==> config.mk <==
export PLATFORM = sky130hd
export DESIGN_NAME = vscale_htif_pcr_responder_flat
export DESIGN_NICKNAME = d
export VERILOG_FILES = /design/src/rtl/vscale_htif_pcr_if.sv /design/src/rtl/vscale_htif_pcr_responder.sv /design/src/flat_wrapper.sv
export SDC_FILE = /design/constraint.sdc
export NUM_CORES = 1
export LEC_CHECK = 0
export BUFFER_PORTS_ARGS = -buffer_cell sky130_fd_sc_hd__buf_2
export CAP_MARGIN = 0
export CORE_AREA = 2 2 133 135
export DETAILED_ROUTE_END_ITERATION = 16
export DIE_AREA = 0 0 135 137
export MAX_ROUTING_LAYER = met4
export PLACE_DENSITY_LB_ADDON = 0.15
export SLEW_MARGIN = 20
export SYNTH_ARGS = -nofsm -noshare
export SYNTH_HDL_FRONTEND = slang
export SYNTH_SLANG_ARGS = --single-unit
export TNS_END_PERCENT = 30
==> constraint.sdc <==
create_clock -name clk -period 3.5 [get_ports clk]
set_input_delay 0.35 -clock clk [delete_from_list [all_inputs] [get_ports clk]]
set_output_delay 0.35 -clock clk [all_outputs]
set_load 0.02 [all_outputs]
==> src/rtl/vscale_htif_pcr_if.sv <==
// HTIF PCR request/response bundle between the host harness and the core-side responder.
// The host drives requests and accepts responses (master).
// The responder accepts requests and returns one response per request (slave).
interface vscale_htif_pcr_if #(
  parameter int unsigned DATA_W = 64,
  parameter int unsigned ADDR_W = 12
);
  logic              htif_pcr_req_valid;
  logic              htif_pcr_req_ready;
  logic              htif_pcr_req_rw;
  logic [ADDR_W-1:0] htif_pcr_req_addr;
  logic [DATA_W-1:0] htif_pcr_req_data;
  logic              htif_pcr_resp_valid;
  logic              htif_pcr_resp_ready;
  logic [DATA_W-1:0] htif_pcr_resp_data;

  modport master (
    output htif_pcr_req_valid,
    output htif_pcr_req_rw,
    output htif_pcr_req_addr,
    output htif_pcr_req_data,
    output htif_pcr_resp_ready,
    input  htif_pcr_req_ready,
    input  htif_pcr_resp_valid,
    input  htif_pcr_resp_data
  );

  modport slave (
    input  htif_pcr_req_valid,
    input  htif_pcr_req_rw,
    input  htif_pcr_req_addr,
    input  htif_pcr_req_data,
    input  htif_pcr_resp_ready,
    output htif_pcr_req_ready,
    output htif_pcr_resp_valid,
    output htif_pcr_resp_data
  );
endinterface

==> src/rtl/vscale_htif_pcr_responder.sv <==
// Core-side responder for HTIF PCR requests. It owns the tohost and fromhost registers.
// Each accepted host request performs a swap-style access and returns the register's
// previous value. A tohost read may optionally clear the register. The core can write
// tohost and clear fromhost through a side port.
module vscale_htif_pcr_responder #(
  parameter int unsigned          DATA_W        = 64,
  parameter int unsigned          ADDR_W        = 12,
  parameter logic [ADDR_W-1:0]    TOHOST_ADDR   = 12'h780,
  parameter logic [ADDR_W-1:0]    FROMHOST_ADDR = 12'h781,
  parameter bit                   CLEAR_ON_READ = 1'b1
) (
  input  logic                    clk,
  input  logic                    reset,
  vscale_htif_pcr_if.slave        htif,
  input  logic                    core_tohost_wen,
  input  logic [DATA_W-1:0]       core_tohost_wdata,
  input  logic                    core_fromhost_clr,
  output logic [DATA_W-1:0]       tohost,
  output logic [DATA_W-1:0]       fromhost
);

  typedef enum logic {
    IDLE = 1'b0,
    RESP = 1'b1
  } state_t;

  state_t            state_q;
  state_t            state_d;
  logic              req_fire;
  logic              hit_tohost;
  logic              hit_fromhost;
  logic [DATA_W-1:0] rd_old;
  logic [DATA_W-1:0] tohost_q;
  logic [DATA_W-1:0] fromhost_q;
  logic [DATA_W-1:0] resp_data_q;

  assign hit_tohost   = (htif.htif_pcr_req_addr == TOHOST_ADDR);
  assign hit_fromhost = (htif.htif_pcr_req_addr == FROMHOST_ADDR);

  // State register; reset drops any pending response.
  always_ff @(posedge clk) begin
    if (!reset) begin
      state_q <= IDLE;
    end else begin
      state_q <= state_d;
    end
  end

  // Handshake decode. Accept only in IDLE and hold the response until the host takes it.
  always_comb begin
    state_d                  = state_q;
    req_fire                 = 1'b0;
    htif.htif_pcr_req_ready  = 1'b0;
    htif.htif_pcr_resp_valid = 1'b0;
    case (state_q)
      IDLE: begin
        htif.htif_pcr_req_ready = reset;
        if (reset && htif.htif_pcr_req_valid) begin
          req_fire = 1'b1;
          state_d  = RESP;
        end
      end
      RESP: begin
        htif.htif_pcr_resp_valid = reset;
        if (htif.htif_pcr_resp_ready) begin
          state_d = IDLE;
        end
      end
      default: state_d = IDLE;
    endcase
  end

  // Pre-access value of the addressed register. Unmapped addresses read as zero.
  always_comb begin
    rd_old = '0;
    if (hit_tohost) begin
      rd_old = tohost_q;
    end else if (hit_fromhost) begin
      rd_old = fromhost_q;
    end
  end

  // Register updates. A core tohost write beats any host access in the same cycle.
  // A host fromhost write beats a core clear in the same cycle.
  always_ff @(posedge clk) begin
    if (!reset) begin
      tohost_q    <= '0;
      fromhost_q  <= '0;
      resp_data_q <= '0;
    end else begin
      if (req_fire) begin
        resp_data_q <= rd_old;
      end

      if (core_tohost_wen) begin
        tohost_q <= core_tohost_wdata;
      end else if (req_fire && hit_tohost) begin
        if (htif.htif_pcr_req_rw) begin
          tohost_q <= htif.htif_pcr_req_data;
        end else if (CLEAR_ON_READ) begin
          tohost_q <= '0;
        end
      end

      if (req_fire && hit_fromhost && htif.htif_pcr_req_rw) begin
        fromhost_q <= htif.htif_pcr_req_data;
      end else if (core_fromhost_clr) begin
        fromhost_q <= '0;
      end
    end
  end

  assign htif.htif_pcr_resp_data = resp_data_q;
  assign tohost                  = tohost_q;
  assign fromhost                = fromhost_q;

endmodule

==> src/flat_wrapper.sv <==
// flat-port wrapper written by rule: the top's interface ports become plain ports
module vscale_htif_pcr_responder_flat 
#(
  parameter int unsigned          DATA_W        = 64,
  parameter int unsigned          ADDR_W        = 12,
  parameter logic [ADDR_W-1:0]    TOHOST_ADDR   = 12'h780,
  parameter logic [ADDR_W-1:0]    FROMHOST_ADDR = 12'h781,
  parameter bit                   CLEAR_ON_READ = 1'b1
)
  (clk, reset, core_tohost_wen, core_tohost_wdata, core_fromhost_clr, tohost, fromhost, htif_htif_pcr_req_valid, htif_htif_pcr_req_rw, htif_htif_pcr_req_addr, htif_htif_pcr_req_data, htif_htif_pcr_resp_ready, htif_htif_pcr_req_ready, htif_htif_pcr_resp_valid, htif_htif_pcr_resp_data);
  vscale_htif_pcr_if #(.DATA_W(DATA_W), .ADDR_W(ADDR_W)) htif_i ();
  input  logic clk;
  input  logic reset;
  input  logic core_tohost_wen;
  input  logic [DATA_W-1:0] core_tohost_wdata;
  input  logic core_fromhost_clr;
  output logic [DATA_W-1:0] tohost;
  output logic [DATA_W-1:0] fromhost;
  input wire logic [$bits(htif_i.htif_pcr_req_valid)-1:0] htif_htif_pcr_req_valid;
  input wire logic [$bits(htif_i.htif_pcr_req_rw)-1:0] htif_htif_pcr_req_rw;
  input wire logic [$bits(htif_i.htif_pcr_req_addr)-1:0] htif_htif_pcr_req_addr;
  input wire logic [$bits(htif_i.htif_pcr_req_data)-1:0] htif_htif_pcr_req_data;
  input wire logic [$bits(htif_i.htif_pcr_resp_ready)-1:0] htif_htif_pcr_resp_ready;
  output wire logic [$bits(htif_i.htif_pcr_req_ready)-1:0] htif_htif_pcr_req_ready;
  output wire logic [$bits(htif_i.htif_pcr_resp_valid)-1:0] htif_htif_pcr_resp_valid;
  output wire logic [$bits(htif_i.htif_pcr_resp_data)-1:0] htif_htif_pcr_resp_data;
  assign htif_i.htif_pcr_req_valid = htif_htif_pcr_req_valid;
  assign htif_i.htif_pcr_req_rw = htif_htif_pcr_req_rw;
  assign htif_i.htif_pcr_req_addr = htif_htif_pcr_req_addr;
  assign htif_i.htif_pcr_req_data = htif_htif_pcr_req_data;
  assign htif_i.htif_pcr_resp_ready = htif_htif_pcr_resp_ready;
  assign htif_htif_pcr_req_ready = htif_i.htif_pcr_req_ready;
  assign htif_htif_pcr_resp_valid = htif_i.htif_pcr_resp_valid;
  assign htif_htif_pcr_resp_data = htif_i.htif_pcr_resp_data;
  vscale_htif_pcr_responder #(.DATA_W(DATA_W), .ADDR_W(ADDR_W), .TOHOST_ADDR(TOHOST_ADDR), .FROMHOST_ADDR(FROMHOST_ADDR), .CLEAR_ON_READ(CLEAR_ON_READ)) u_core (.clk(clk), .reset(reset), .htif(htif_i), .core_tohost_wen(core_tohost_wen), .core_tohost_wdata(core_tohost_wdata), .core_fromhost_clr(core_fromhost_clr), .tohost(tohost), .fromhost(fromhost));
endmodule
# After elaboration in Yosys (flattened, before gate mapping)
# Cells that the tools add are included.
[totals]
regBits = 193
latch_bits = 0
ramBits = 0
romBits = 0
in_bits = 147
mem_count = 0
[classes]
n_addsub = 0
multipliers = 0
div = 0
order_cmp = 0
n_eq_ne = 2
n_shift = 0
n_mux = 13
bitwise = 1
n_reduce_logical = 6
[op_table]
columns = ["op", "n"]
rows = [
  ["$mux 64", 7],
  ["$eq 12x11->1 const B", 2],
  ["$mux 1", 5],
  ["$logic_and 1x1->1", 4],
  ["$reduce_bool 2->1", 2],
  ["$pmux 1 s2", 1],
  ["$not 1->1", 1],
]

# Depth between registers and ports, before layout
[depth]
depth_word = 6
mapped_depth = 7
ltp_nobuf = 4

# Worst setup path before layout
# Ideal clock, no wire load.
[synth_timing]
path_kind = "input to register"
startpoint = "in htif_htif_pcr_req_addr[1]"
endpoint = "reg u_core.tohost_q[17], in the netlist u_core.tohost[17]"
setup_time_ns = 0.114
arrival_time_ns = 2.060
slack_ns = 1.326
cell_stages = 6
n_path_buf = 2
path_cell_list = "or4_4 > or4_1 > buf_6 > buf_6 > a32o_1 > a21o_1"
[synth_between]
elab_chain_len = 3
[synth_rtl]
columns = ["item", "line_no", "text"]
rows = [
  ["from (decl)", "flat_wrapper.sv:21", "input wire logic [$bits(htif_i.htif_pcr_req_addr)-1:0] htif_htif_pcr_req_addr;"],
  ["$eq 12x11->1", "vscale_htif_pcr_responder.sv:37", "assign hit_tohost = (htif.htif_pcr_req_addr == TOHOST_ADDR);"],
  ["$logic_and 1x1->1", "vscale_htif_pcr_responder.sv:97", "end else if (req_fire && hit_tohost) begin"],
  ["$reduce_bool 2->1 (no source line)", "n/a", ""],
  ["to (signal assigned)", "vscale_htif_pcr_responder.sv:96", "tohost_q <= core_tohost_wdata;"],
  ["to (signal assigned)", "vscale_htif_pcr_responder.sv:99", "tohost_q <= htif.htif_pcr_req_data;"],
  ["to (decl)", "vscale_htif_pcr_responder.sv:33", "logic [DATA_W-1:0] tohost_q;"],
]
# Every way passes these cells.
# A chain may end at the register's enable or synchronous reset.

# Worst setup path after layout
[layout_timing]
startpoint = "in htif_htif_pcr_req_addr[5]"
endpoint = "reg u_core.tohost_q[40], in the netlist u_core.tohost[40]"
# The elaborated chain is that of the path after synthesis.

==> impl_metrics.csv <==
group,metric,value,unit
run_status,outcome,"completed",
routing,vias_per_cell,5.57,
critical_path,crit_required,3830,ps
global_routing,grt_first_pass_wirelength,38400,µm
clock_tree,cts_max_level,4,
logic_synthesis,ys_ff_latch,193,
clock_tree,cts_tree,"built",
timing,max_slew_margin,27.4,%
critical_path,end_kind,"register",
hold_path,min-delay-start,"htif_htif_pcr_resp_ready",
logic_synthesis,syn_avg_cell_area,9.10,µm²
clock_tree,cts_resized,0,
global_routing,track_usage,27.3,%
pwr,p_total,4630,µW
timing,finalHoldViolations,0,
timing,holdWs,123,ps
timing,worst_slew_pin_slew,1090,ps
routing,drc,0,
logic_synthesis,ys_warn_count,0,
critical_path,critPathKind,"in -> reg",
global_routing,overflow,0,
logic_synthesis,synth.area.top_cells,"dfxtp_1, nand2_1, nand3b_1, a22oi_1, a32o_1",
critical_path,r2r_start,"u_core.state_q$_SDFF_PN0_",
pwr,peakVddDrop,321,µV
timing,slew_viol_final,0,
pwr,p_leak,0.00496,µW
final_layout,layout.nets,1294,
hold_path,holdPathStages,2,
flow_run,drv_cap,0,
floorplanning,die_h,137,µm
clock_tree,cts.reportedPaths.clkPinSlew,80,ps
critical_path,startpoint_type,"input port",
logic_synthesis,netlist_instances,868,
routing,wl_per_cell,18.4,µm
pwr,power-per-cell-area,453,nW/µm²
routing,drt_iter0_markers,534,
logic_synthesis,synth_area,7900,µm²
critical_path,rr_endpoint,"u_core.tohost[40]$_SDFFE_PN0P_",
timing,period_share,64.8,%
hold_path,min_to,"u_core.state_q$_SDFF_PN0_",
clock_tree,cts_buffers,17,
place,port_buffers,340,
final_layout,layout-drive-gt1-share,33.8,%
place,place.gp.congestion,0.846,
routing,vias,7730,
logic_synthesis,ys_types,25,
floorplanning,die_x,135,µm
timing,setup_viol,0,
clock_tree,clockBufferDepth,2,
final_layout,multiInputGateArea,3660,µm²
floorplanning,coreArea,17100,µm²
critical_path,rrSetupSlack,1260,ps
clock_tree,clk_latency,430,ps
logic_synthesis,synthesis.nets,1015,
logic_synthesis,synth_top_area_share,48.9,%
routing,wirelength,25500,µm
floorplanning,pin_count,341,
global_routing,grt_max_degree,92,
clock_tree,clock-sinks,193,
clock_tree,post_cts_buffers,0,
clock_tree,holdBufCountCts,0,
place,dp_hpwl,16500,µm
critical_path,cp.arrival,2600,ps
critical_path,cp_max_fo,64,
final_layout,area_growth,29.4,%
hold_path,worstHoldPathType,"in -> reg",
final_layout,n_fill_cell,1555,
routing,first_pass_iters,5,
timing,rsz0062_at_grt,"no",
routing,ant_nets,0,
logic_synthesis,synth_top_area_cell,"dfxtp_1",
timing,layout_min_cycle_time,2270,ps
timing,tns,0,ps
logic_synthesis,ys_seq_area_share,48.9,%
floorplanning,rows,48,
floorplanning,fp.dieArea,18500,µm²
critical_path,rr_worst_depth,5,
floorplanning,start_util,46.3,%
global_routing,grt_pass1_vias,7056,
final_layout,final_core_util,59.9,%
final_layout,seq_area,3860,µm²
timing,fmax,441,MHz
timing,finClkSkew,9.51,ps
global_routing,antenna_found_initial,2,
clock_tree,cts-root-buf,"clkbuf_16",
-- worst max-delay path by stage --
stage / slack [ps] / endpoint / cells past startpoint / startpoint
after floorplan: 1330 / u_core.tohost[17]$_SDFFE_PN0P_ / 6 / htif_htif_pcr_req_addr[1]
after global placement: 830 / u_core.tohost[38]$_SDFFE_PN0P_ / 6 / htif_htif_pcr_req_addr[5]
after detailed placement: 790 / u_core.tohost[40]$_SDFFE_PN0P_ / 6 / htif_htif_pcr_req_addr[5]
after CTS: 1250 / u_core.tohost[25]$_SDFFE_PN0P_ / 6 / htif_htif_pcr_req_addr[5]
after global routing: 1150 / u_core.htif.htif_pcr_resp_data[25]$_SDFFE_PN0P_ / 5 / u_core.state_q$_SDFF_PN0_
final: 1230 / u_core.tohost[40]$_SDFFE_PN0P_ / 6 / htif_htif_pcr_req_addr[5]
-- flip-flops by register name, indices dropped and copies added, names as in the netlist --
| register | flops |
|---|---|
| u_core.tohost | 64 |
| u_core.state_q | 1 |
| u_core.htif.htif_pcr_resp_data | 64 |
| u_core.fromhost | 64 |
-- cells in the mapped netlist, drive strengths merged --
| library cell | instances |
|---|---|
| nand4 | 27 |
| or4bb | 2 |
| and2 | 3 |
| dfxtp | 193 |
| nand3b | 65 |
| nand2 | 166 |
| nor3 | 54 |
| o21ai | 55 |
| nor4 | 2 |
| a21o | 37 |
| a32oi | 1 |
| clkbuf | 67 |
| inv | 2 |
| mux2i | 37 |
| or4 | 2 |
| a22oi | 63 |
| nand4b | 1 |
| buf | 24 |
| a32o | 37 |
| nor2b | 2 |
| and3 | 1 |
| a211oi | 27 |
-- per-layer routing --
layer,part of all wire [%],global-route usage [%],vias up
met2,48,44.1,330
met3,7.5,6.00,39
met4,2.3,9.61,0
li1,-,-,3728
met5,0,-,-
met1,42,33.9,3633
-- through the flow --
stage	instances	cell area [µm²]	setup WS [ps]
finish	1387	10200	1230
detailed placement	1353	9630	794
CTS	1385	10200	1250
global placement	1353	9630	830
floorplan	868	7900	1330
global route	1387	10200	1150
-- cells in the final DEF, fill, tap and decap left out, types with 3 or more instances in the layout --
master      synthesis  final
buf_2              16    339
dfxtp_1           193    193
nand2_1           166    166
nand3b_1           65     65
a22oi_1            63     63
o21ai_0            55     55
nor3_1             54     54
mux2i_1            37     37
a32o_1             37     37
a21o_1             37     37
nand4_1            27     27
a211oi_1           27     27
clkbuf_16           0     17
buf_4               0      9
inv_6               0      4
clkinvlp_4          0      3
inv_8               0      3
buf_12              0      3
-- cell type report --
cell class	instances	share of cell area [%]
Multi-Input combinational cell	582	35.8
Sequential cell	193	37.8
Inverter	2	0.0734
Timing Repair Buffer	351	17.8
Tap cell	225	2.75
Antenna cell	2	0.0490
Clock inverter	14	1.41
Clock buffer	18	4.30
-- report_power, final --
group          switching [µW]  internal [µW]  leakage, µW
sequential               38.1           2240      0.00157
combinational             250            164      0.00311
clock                     905           1030     0.000280
total                    1190           3430      0.00496
-- worst max-delay path: stages --
cell and delay [ps]:
buf_2 100, or4bb_1 560, or4_2 660, buf_4 390, a32o_1 360, a21o_1 150
-- kinds of logic (layout without fill, tap and decap cells) --
logic type	after synthesis	after routing	share of synthesized area (%)
AO/OA/AOI/OAI	220	220	20.4
buffers and inverters	93	385	5.15
flip-flops	193	193	48.9
multiplexers	37	37	4.69
other	0	2	0
AND/OR/NAND/NOR	325	325	20.9
(Power assumes the default switching activity.)
